===== src/rtl/hdr_ddr_bit_counter.sv =====
// ----------------------------------------------------------------------------
// hdr_ddr_bit_counter
//
// Registered SCL-edge bit counter for the HDR-DDR CCC path. It counts SCL
// edges (either polarity) within a frame. The frame length is run-time
// selectable between a normal DDR word (WORD_BITS) and a long error-recovery
// frame (LONG_BITS). Every output is driven directly by a flop.
//
// Optional feature: define HDR_DDR_BITCNT_WORD_CNT_EN to add a saturating
// completed-word counter and the o_word_count port.
//
// Ports
//   i_sys_clk        system clock, rising-edge active
//   i_rst            asynchronous active-high reset
//   i_bitcnt_en      counting enable; low clears count, flags and word count
//   i_scl_pos_edge   one-cycle pulse on SCL rising edge
//   i_scl_neg_edge   one-cycle pulse on SCL falling edge
//   i_long_mode      frame-length select (1 = LONG_BITS, 0 = WORD_BITS)
//   i_hold           freezes counter and frame length; edges are dropped
//   o_cnt_bit_count  current bit index, 0 .. terminal-1
//   o_word_done      one-cycle pulse when the count wraps to 0
//   o_last_bit       high while count == terminal-1
//   o_parity_window  high while count >= terminal-2
//   o_edge_err       one-cycle pulse when both edge inputs are high together
//   o_word_count     completed words, saturating (macro builds only)
// ----------------------------------------------------------------------------
module hdr_ddr_bit_counter #(
   parameter int unsigned CNT_W      = 6,
   parameter int unsigned WORD_BITS  = 20,
   parameter int unsigned LONG_BITS  = 38
`ifdef HDR_DDR_BITCNT_WORD_CNT_EN
   ,
   parameter int unsigned WORD_CNT_W = 8
`endif
) (
   input  logic             i_sys_clk,
   input  logic             i_rst,
   input  logic             i_bitcnt_en,
   input  logic             i_scl_pos_edge,
   input  logic             i_scl_neg_edge,
   input  logic             i_long_mode,
   input  logic             i_hold,
   output logic [CNT_W-1:0] o_cnt_bit_count,
   output logic             o_word_done,
   output logic             o_last_bit,
   output logic             o_parity_window,
   output logic             o_edge_err
`ifdef HDR_DDR_BITCNT_WORD_CNT_EN
   ,
   output logic [WORD_CNT_W-1:0] o_word_count
`endif
);

   if (LONG_BITS > (2 ** CNT_W)) begin : g_chk_long_fit
      $error("hdr_ddr_bit_counter: LONG_BITS must not exceed 2**CNT_W");
   end
   if (WORD_BITS < 3) begin : g_chk_word_min
      $error("hdr_ddr_bit_counter: WORD_BITS must be at least 3");
   end
   if (LONG_BITS < 3) begin : g_chk_long_min
      $error("hdr_ddr_bit_counter: LONG_BITS must be at least 3");
   end

   // Last index and first parity-window index of each frame type.
   localparam logic [CNT_W-1:0] WORD_LAST = CNT_W'(WORD_BITS - 1);
   localparam logic [CNT_W-1:0] WORD_PAR  = CNT_W'(WORD_BITS - 2);
   localparam logic [CNT_W-1:0] LONG_LAST = CNT_W'(LONG_BITS - 1);
   localparam logic [CNT_W-1:0] LONG_PAR  = CNT_W'(LONG_BITS - 2);

   logic [CNT_W-1:0] cnt_q, cnt_d;
   logic             long_q, long_d;
   logic             done_q, done_d;
   logic             last_q, last_d;
   logic             par_q, par_d;
   logic             err_q, err_d;
   logic [CNT_W-1:0] cur_last;
   logic [CNT_W-1:0] nxt_last;
   logic [CNT_W-1:0] nxt_par;
   logic             edge_ev;
`ifdef HDR_DDR_BITCNT_WORD_CNT_EN
   logic [WORD_CNT_W-1:0] wcnt_q, wcnt_d;
`endif

   always_comb begin
      edge_ev  = i_scl_pos_edge | i_scl_neg_edge;
      cur_last = long_q ? LONG_LAST : WORD_LAST;
      cnt_d    = cnt_q;
      long_d   = long_q;
      done_d   = 1'b0;
      err_d    = 1'b0;
`ifdef HDR_DDR_BITCNT_WORD_CNT_EN
      wcnt_d   = wcnt_q;
`endif
      if (!i_bitcnt_en) begin
         cnt_d  = '0;
         long_d = i_long_mode;
`ifdef HDR_DDR_BITCNT_WORD_CNT_EN
         wcnt_d = '0;
`endif
      end else if (!i_hold && edge_ev) begin
         // Coincident edges still advance by one; they only raise the error.
         err_d = i_scl_pos_edge & i_scl_neg_edge;
         if (cnt_q == cur_last) begin
            cnt_d  = '0;
            done_d = 1'b1;
            long_d = i_long_mode;
`ifdef HDR_DDR_BITCNT_WORD_CNT_EN
            if (wcnt_q != '1) begin
               wcnt_d = wcnt_q + WORD_CNT_W'(1);
            end
`endif
         end else begin
            cnt_d = cnt_q + CNT_W'(1);
         end
      end
      // Flags decode the next-state count against the next-state frame
      // length so they line up with the count they describe.
      nxt_last = long_d ? LONG_LAST : WORD_LAST;
      nxt_par  = long_d ? LONG_PAR  : WORD_PAR;
      last_d   = (cnt_d == nxt_last);
      par_d    = (cnt_d >= nxt_par);
   end

   always_ff @(posedge i_sys_clk or posedge i_rst) begin
      if (i_rst) begin
         cnt_q  <= '0;
         long_q <= 1'b0;
         done_q <= 1'b0;
         last_q <= 1'b0;
         par_q  <= 1'b0;
         err_q  <= 1'b0;
      end else begin
         cnt_q  <= cnt_d;
         long_q <= long_d;
         done_q <= done_d;
         last_q <= last_d;
         par_q  <= par_d;
         err_q  <= err_d;
      end
   end

`ifdef HDR_DDR_BITCNT_WORD_CNT_EN
   always_ff @(posedge i_sys_clk or posedge i_rst) begin
      if (i_rst) begin
         wcnt_q <= '0;
      end else begin
         wcnt_q <= wcnt_d;
      end
   end

   assign o_word_count = wcnt_q;
`endif

   assign o_cnt_bit_count = cnt_q;
   assign o_word_done     = done_q;
   assign o_last_bit      = last_q;
   assign o_parity_window = par_q;
   assign o_edge_err      = err_q;

endmodule


===== config.mk =====
export PLATFORM = sky130hd
export DESIGN_NAME = hdr_ddr_bit_counter
export DESIGN_NICKNAME = d
export VERILOG_FILES = /design/src/rtl/hdr_ddr_bit_counter.sv
export SDC_FILE = /design/constraint.sdc
export NUM_CORES = 1
export LEC_CHECK = 0
export ABC_CLOCK_PERIOD_IN_PS = 3100
export CAP_MARGIN = 5
export CORE_MARGIN = 8
export CORE_UTILIZATION = 50
export DETAILED_ROUTE_END_ITERATION = 10
export DONT_BUFFER_PORTS = 1
export PLACE_DENSITY = 0.66
export REMOVE_ABC_BUFFERS = 1
export SLEW_MARGIN = 30
export SYNTH_ARGS = -nofsm -noshare
export SYNTH_HDL_FRONTEND = slang
export SYNTH_SLANG_ARGS = --single-unit

===== constraint.sdc =====
create_clock -name i_sys_clk -period 3.1 [get_ports i_sys_clk]
set_input_delay 0.62 -clock i_sys_clk [delete_from_list [all_inputs] [get_ports i_sys_clk]]
set_output_delay 0.62 -clock i_sys_clk [all_outputs]
set_load 0.01 [all_outputs]

## Word-level counts from Yosys, hierarchy flattened

Index checks and enable logic that the tools add are counted.

| operators by class | value |
|---|---|
| add/subtract/negate cells | 1 |
| $mul | 0 |
| div/mod/pow operators | 0 |
| order comparisons | 1 |
| eq/ne operators | 2 |
| shift-type cells | 0 |
| mux-type cells | 14 |
| bitwise logic cells | 2 |
| reduce and logical (&&, ||, !) cells | 2 |

Operators with widths:

| kind | count |
|---|---|
| $mux 6 | 6 |
| $eq 6x6->1 | 2 |
| $mux 1 | 8 |
| $add 6x1->6 const B | 1 |
| $ge 6x6->1 | 1 |
| $and 1x1->1 | 1 |
| $logic_and 1x1->1 | 1 |
| $logic_not 1->1 | 1 |
| $or 1x1->1 | 1 |

| storage, ports and cells | value |
|---|---|
| flip-flop bits (word level) | 11 |
| bits in latches | 0 |
| memory bits (writable) | 0 |
| memory bits (read-only) | 0 |
| input port bits | 7 |
| output and inout bits | 10 |
| logic and storage cells | 28 |
| memories kept | 0 |

## Logic depth before layout (Yosys ltp)

| logic depth | value |
|---|---|
| word-level depth | 7 |
| mapped depth | 8 |
| gate-level depth less buffers | 8 |

## Worst setup path before layout

No wires, ideal clock.

| path | value |
|---|---|
| kind | input to register |
| start | input i_hold |
| end | register par_q, in the netlist o_parity_window |
| library setup time | 0.124 ns |
| arrival time | 2.413 ns |
| required time | 2.976 ns |
| slack | 0.563 ns |
| stages on the path | 7 |
| buffers on the path | 0 |
| cell sequence | o21ba_2 nand2_1 o31ai_4 mux2i_1 ha_1 o2111a_1 o31a_1 |

| between the ends | value |
|---|---|
| longest elaborated chain between the ends | 6 |
| elaborated cells on any way between the ends | 8 |
| those cells by class | order compare (1); mux (5); reduce/logical (2) |

Ends and longest elaborated chain:

| item | RTL line | source |
|---|---|---|
| start: declaration | 42 | `input logic i_hold,` |
| $logic_not 1->1 (*) | 100 | `end else if (!i_hold && edge_ev) begin` |
| $logic_and 1x1->1 (*) | 100 |  |
| $mux 1 | 100 |  |
| $mux 1 | 94 | `if (!i_bitcnt_en) begin` |
| $mux 6 | 119 | `nxt_par = long_d ? LONG_PAR : WORD_PAR;` |
| $ge 6x6->1 (*) | 121 | `par_d = (cnt_d >= nxt_par);` |
| named net par_d | 74 | `logic par_q, par_d;` |
| end signal: assignment | 137 | `par_q <= par_d;` |
| end: declaration | 74 |  |

The timed path passes the listed nets; every way through them passes the cells marked *.

## Final worst setup path

| path | value |
|---|---|
| start | register cnt_q[2], in the netlist o_cnt_bit_count[2] |
| end | register par_q, in the netlist o_parity_window |

| between the ends | value |
|---|---|
| longest elaborated chain between the ends | 6 |
| elaborated cells on any way between the ends | 10 |
| those cells by class | add/sub (1); order compare (1); eq/ne (1); mux (7) |

Ends and longest elaborated chain:

| item | RTL line | source |
|---|---|---|
| start: declaration | 70 | `logic [CNT_W-1:0] cnt_q, cnt_d;` |
| start signal: assignment | 133 | `cnt_q <= cnt_d;` |
| parallel branches: the longest is 5 deep, another holds $add 6x1->6 | - |  |
| $ge 6x6->1 (*) | 121 |  |
| named net par_d | 74 |  |

Mark *: on every way through the listed nets, which the timed path passes.

==> key figures <==
Outcome
  • Run status: finished clean

Setup path
  • Buffer and inverter count on the worst path: 0
  • CP max stage cell: dfrtp_1
  • CP max stage delay: 0.48 ns
  • Kind of critical path: reg -> reg
  • Required @ worst endpoint: 3.26 ns
  • Worst path arrival time: 2.67 ns
  • Crit-path leading delay family: compound AO/OA/AOI/OAI gates
  • Cells along the critical path: nor4b_2 -> mux2i_2 -> o31ai_4 -> mux2i_1 -> ha_1 -> o2111a_1 -> o31a_1
  • CP Capture Type: register
  • Crit path launch type: register
  • Worst-path fanout max: 6

Route
  • DR DRC count: 0
  • Via count: 473
  • Wire length per cell: 18.0 microns
  • WL final: 1420 microns
  • Drt first pass iters: 2
  • DRT iter0 DRCs: 5
  • Vias/cell: 5.99
  • ANT nets after route: 0

Power and ir drop
  • Flop pwr share: 0.527
  • Power Density: 423 nW/um^2
  • Sw Ratio: 0.272
  • Pint: 0.218 mW
  • Total design power: 0.300 mW
  • Clk pwr share: 0.339
  • Worst IR Drop VDD: 0.246 mV
  • Psw: 0.0816 mW
  • Combinational share of power: 0.134
  • Leak: 0.314 nW

Die
  • Initial Util: 0.517
  • Row count: 13
  • Ports: 17
  • Die Area: 2730 sq um
  • Die width: 52.2 microns
  • Core ar.: 1270 sq um
  • Die Y: 52.2 microns

Synthesis
  • Post-synth ARST share: 1.00
  • Unique masters post-synth: 31
  • Avg Inst Size Synth: 11.1 sq um
  • Yosys reg bits: 11
  • Leading area contributor after synthesis: dfrtp_1
  • Sequential share of the synthesized area: 0.420
  • Ys flop type: dfrtp_1
  • Post-synth top area share: 0.420
  • EDFF count, synth: 0
  • Synthesized area: 656 sq um
  • Area contributors post-synth: dfrtp_1, ha_1, nand2_1
  • Synthesized instance count: 59
  • Synth warn: 0

Finish
  • Final #Nets: 77
  • Share of cells above drive strength 1: 0.172
  • Final instance area: 708 sq um
  • Commonest non-fill, non-tap cell in the layout: dfrtp_1
  • Antenna cells: 0
  • Leading cell types in the layout, fill and taps excluded: dfrtp_1, nand2_1, ha_1
  • Area delta synth->final: 8.02%
  • Fin cells: 79

Clock network
  • Hold buffers post-CTS: 0
  • Clock slew at reported path FFs: 0.07 ns
  • Cells resized by post-CTS repair: 0
  • Later-pin clock latency in the skew report: 0.27 ns
  • CTS sink cnt: 11
  • Post-CTS setup buffer count: 0
  • CTS root buf: clkbuf_4
  • Clock tree buffer depth: 2
  • CTS tree: done
  • CTS H-tree depth: 1
  • Num CTS Buffers: 3

Global route
  • GRT Overall Usage: 0.124
  • Vias in the first global route: 514
  • Largest net degree at the start of global routing: 12
  • Total global routing overflow: 0
  • Antenna violations before repair: 0
  • First-pass GRT wire length: 2460 microns

Worst hold path
  • Hold Path Class: in -> async

STA
  • Hold Fails Final Rpt: 0
  • Minimum clock period: 2.51 ns
  • Relative slew slack: 0.691
  • Setup-failing EPs final: 0
  • Final worst slack: 0.591 ns
  • Fin. max-slew vios: 0
  • Unrepaired setup endpoints after global routing: false
  • Peak Freq: 399 MHz
  • Fin crit share: 0.809
  • Layout Skew: 0.00199 ns
  • Slew @ Worst Pin: 0.463 ns
  • Final setup TNS: 0 ns

Placed design
  • DP Worst Slack: 0.453 ns
  • Final GP Congestion: 0.737
  • Hpwl dp: 1090 microns
  • DP Cell Count: 75
  • PortBufs: 0
  • Dpl cell area: 682 sq um

Flow run
  • Number of max-cap violations: 0
==> path summary, 6_finish.rpt <==
check / to / slack (ns) / startpoint / cells after the start
hold reg to reg: long_q$_DFF_PP0_ / 0.62 / long_q$_DFF_PP0_ / 1
min in group i_sys_clk: long_q$_DFF_PP0_ / 0.51 / i_long_mode / 1
hold / removal: o_edge_err$_DFF_PP0_ / 0.22 / i_rst / 1
max in group asynchronous: o_cnt_bit_count[2]$_DFF_PP0_ / 2.59 / i_rst / 1
setup reg to reg: o_parity_window$_DFF_PP0_ / 0.59 / o_cnt_bit_count[2]$_DFF_PP0_ / 7
setup / recovery: o_parity_window$_DFF_PP0_ / 0.59 / o_cnt_bit_count[2]$_DFF_PP0_ / 7
==> power groups by stage <==
| stage | combinational [mW] | sequential [mW] | clock, mW |
|---|---|---|---|
| floorplan | 0.0332 | 0.158 | 0 |
| global placement | 0.0397 | 0.161 | 0 |
| detailed placement | 0.0401 | 0.161 | 0 |
| CTS | 0.0407 | 0.158 | 0.108 |
| global route | 0.0457 | 0.159 | 0.115 |
| finish | 0.0401 | 0.158 | 0.102 |
==> through the flow <==
step | hold WS (ns) | utilization
2_1_floorplan | 0.472 | -
3_3_place_gp | 0.526 | 0.537
3_5_place_dp | 0.528 | 0.537
4_1_cts | 0.225 | 0.558
5_1_grt | 0.257 | 0.558
6_report | 0.218 | 0.558
==> cells by family after synthesis <==
kind of cell / after synthesis / share of synthesized area
fa+ha+maj: 5 / 0.0954
mux: 3 / 0.0591
buf+inv: 2 / 0.0115
compound gates: 10 / 0.137
simple gates: 24 / 0.223
flops: 11 / 0.420
xor+xnor: 4 / 0.0534
==> synth_stat cells, types with 2 or more instances <==
library cell,instances
a21oi_1,2
dfrtp_1,11
ha_1,5
inv_1,2
nand2_1,7
nand4_1,3
nor2_1,3
xnor2_1,2
xor2_1,2
==> layer usage <==
| metal | global-route usage | up-vias | share of wire |
|---|---|---|---|
| met1 | 0.128 | 230 | 0.39 |
| met4 | 0.0776 | 0 | 0.014 |
| met5 | 0 | - | 0 |
| met3 | 0.0568 | 4 | 0.068 |
| li1 | - | 229 | - |
| met2 | 0.202 | 10 | 0.52 |
==> layout make-up <==
cell class              count  area, sq um
fillers                   117          561
repair buffers              1         7.51
clock buffers               4         26.3
well taps                  15         18.8
flip-flops and latches     11          275
multi-input cells          46          373
inverters                   2         7.51
==> registers in the layout, summed over array words and instances (netlist names) <==
signal	cells
o_edge_err	1
o_word_done	1
o_parity_window	1
o_last_bit	1
long_q	1
o_cnt_bit_count	6
Note: power is estimated with default switching activity, not from simulation.
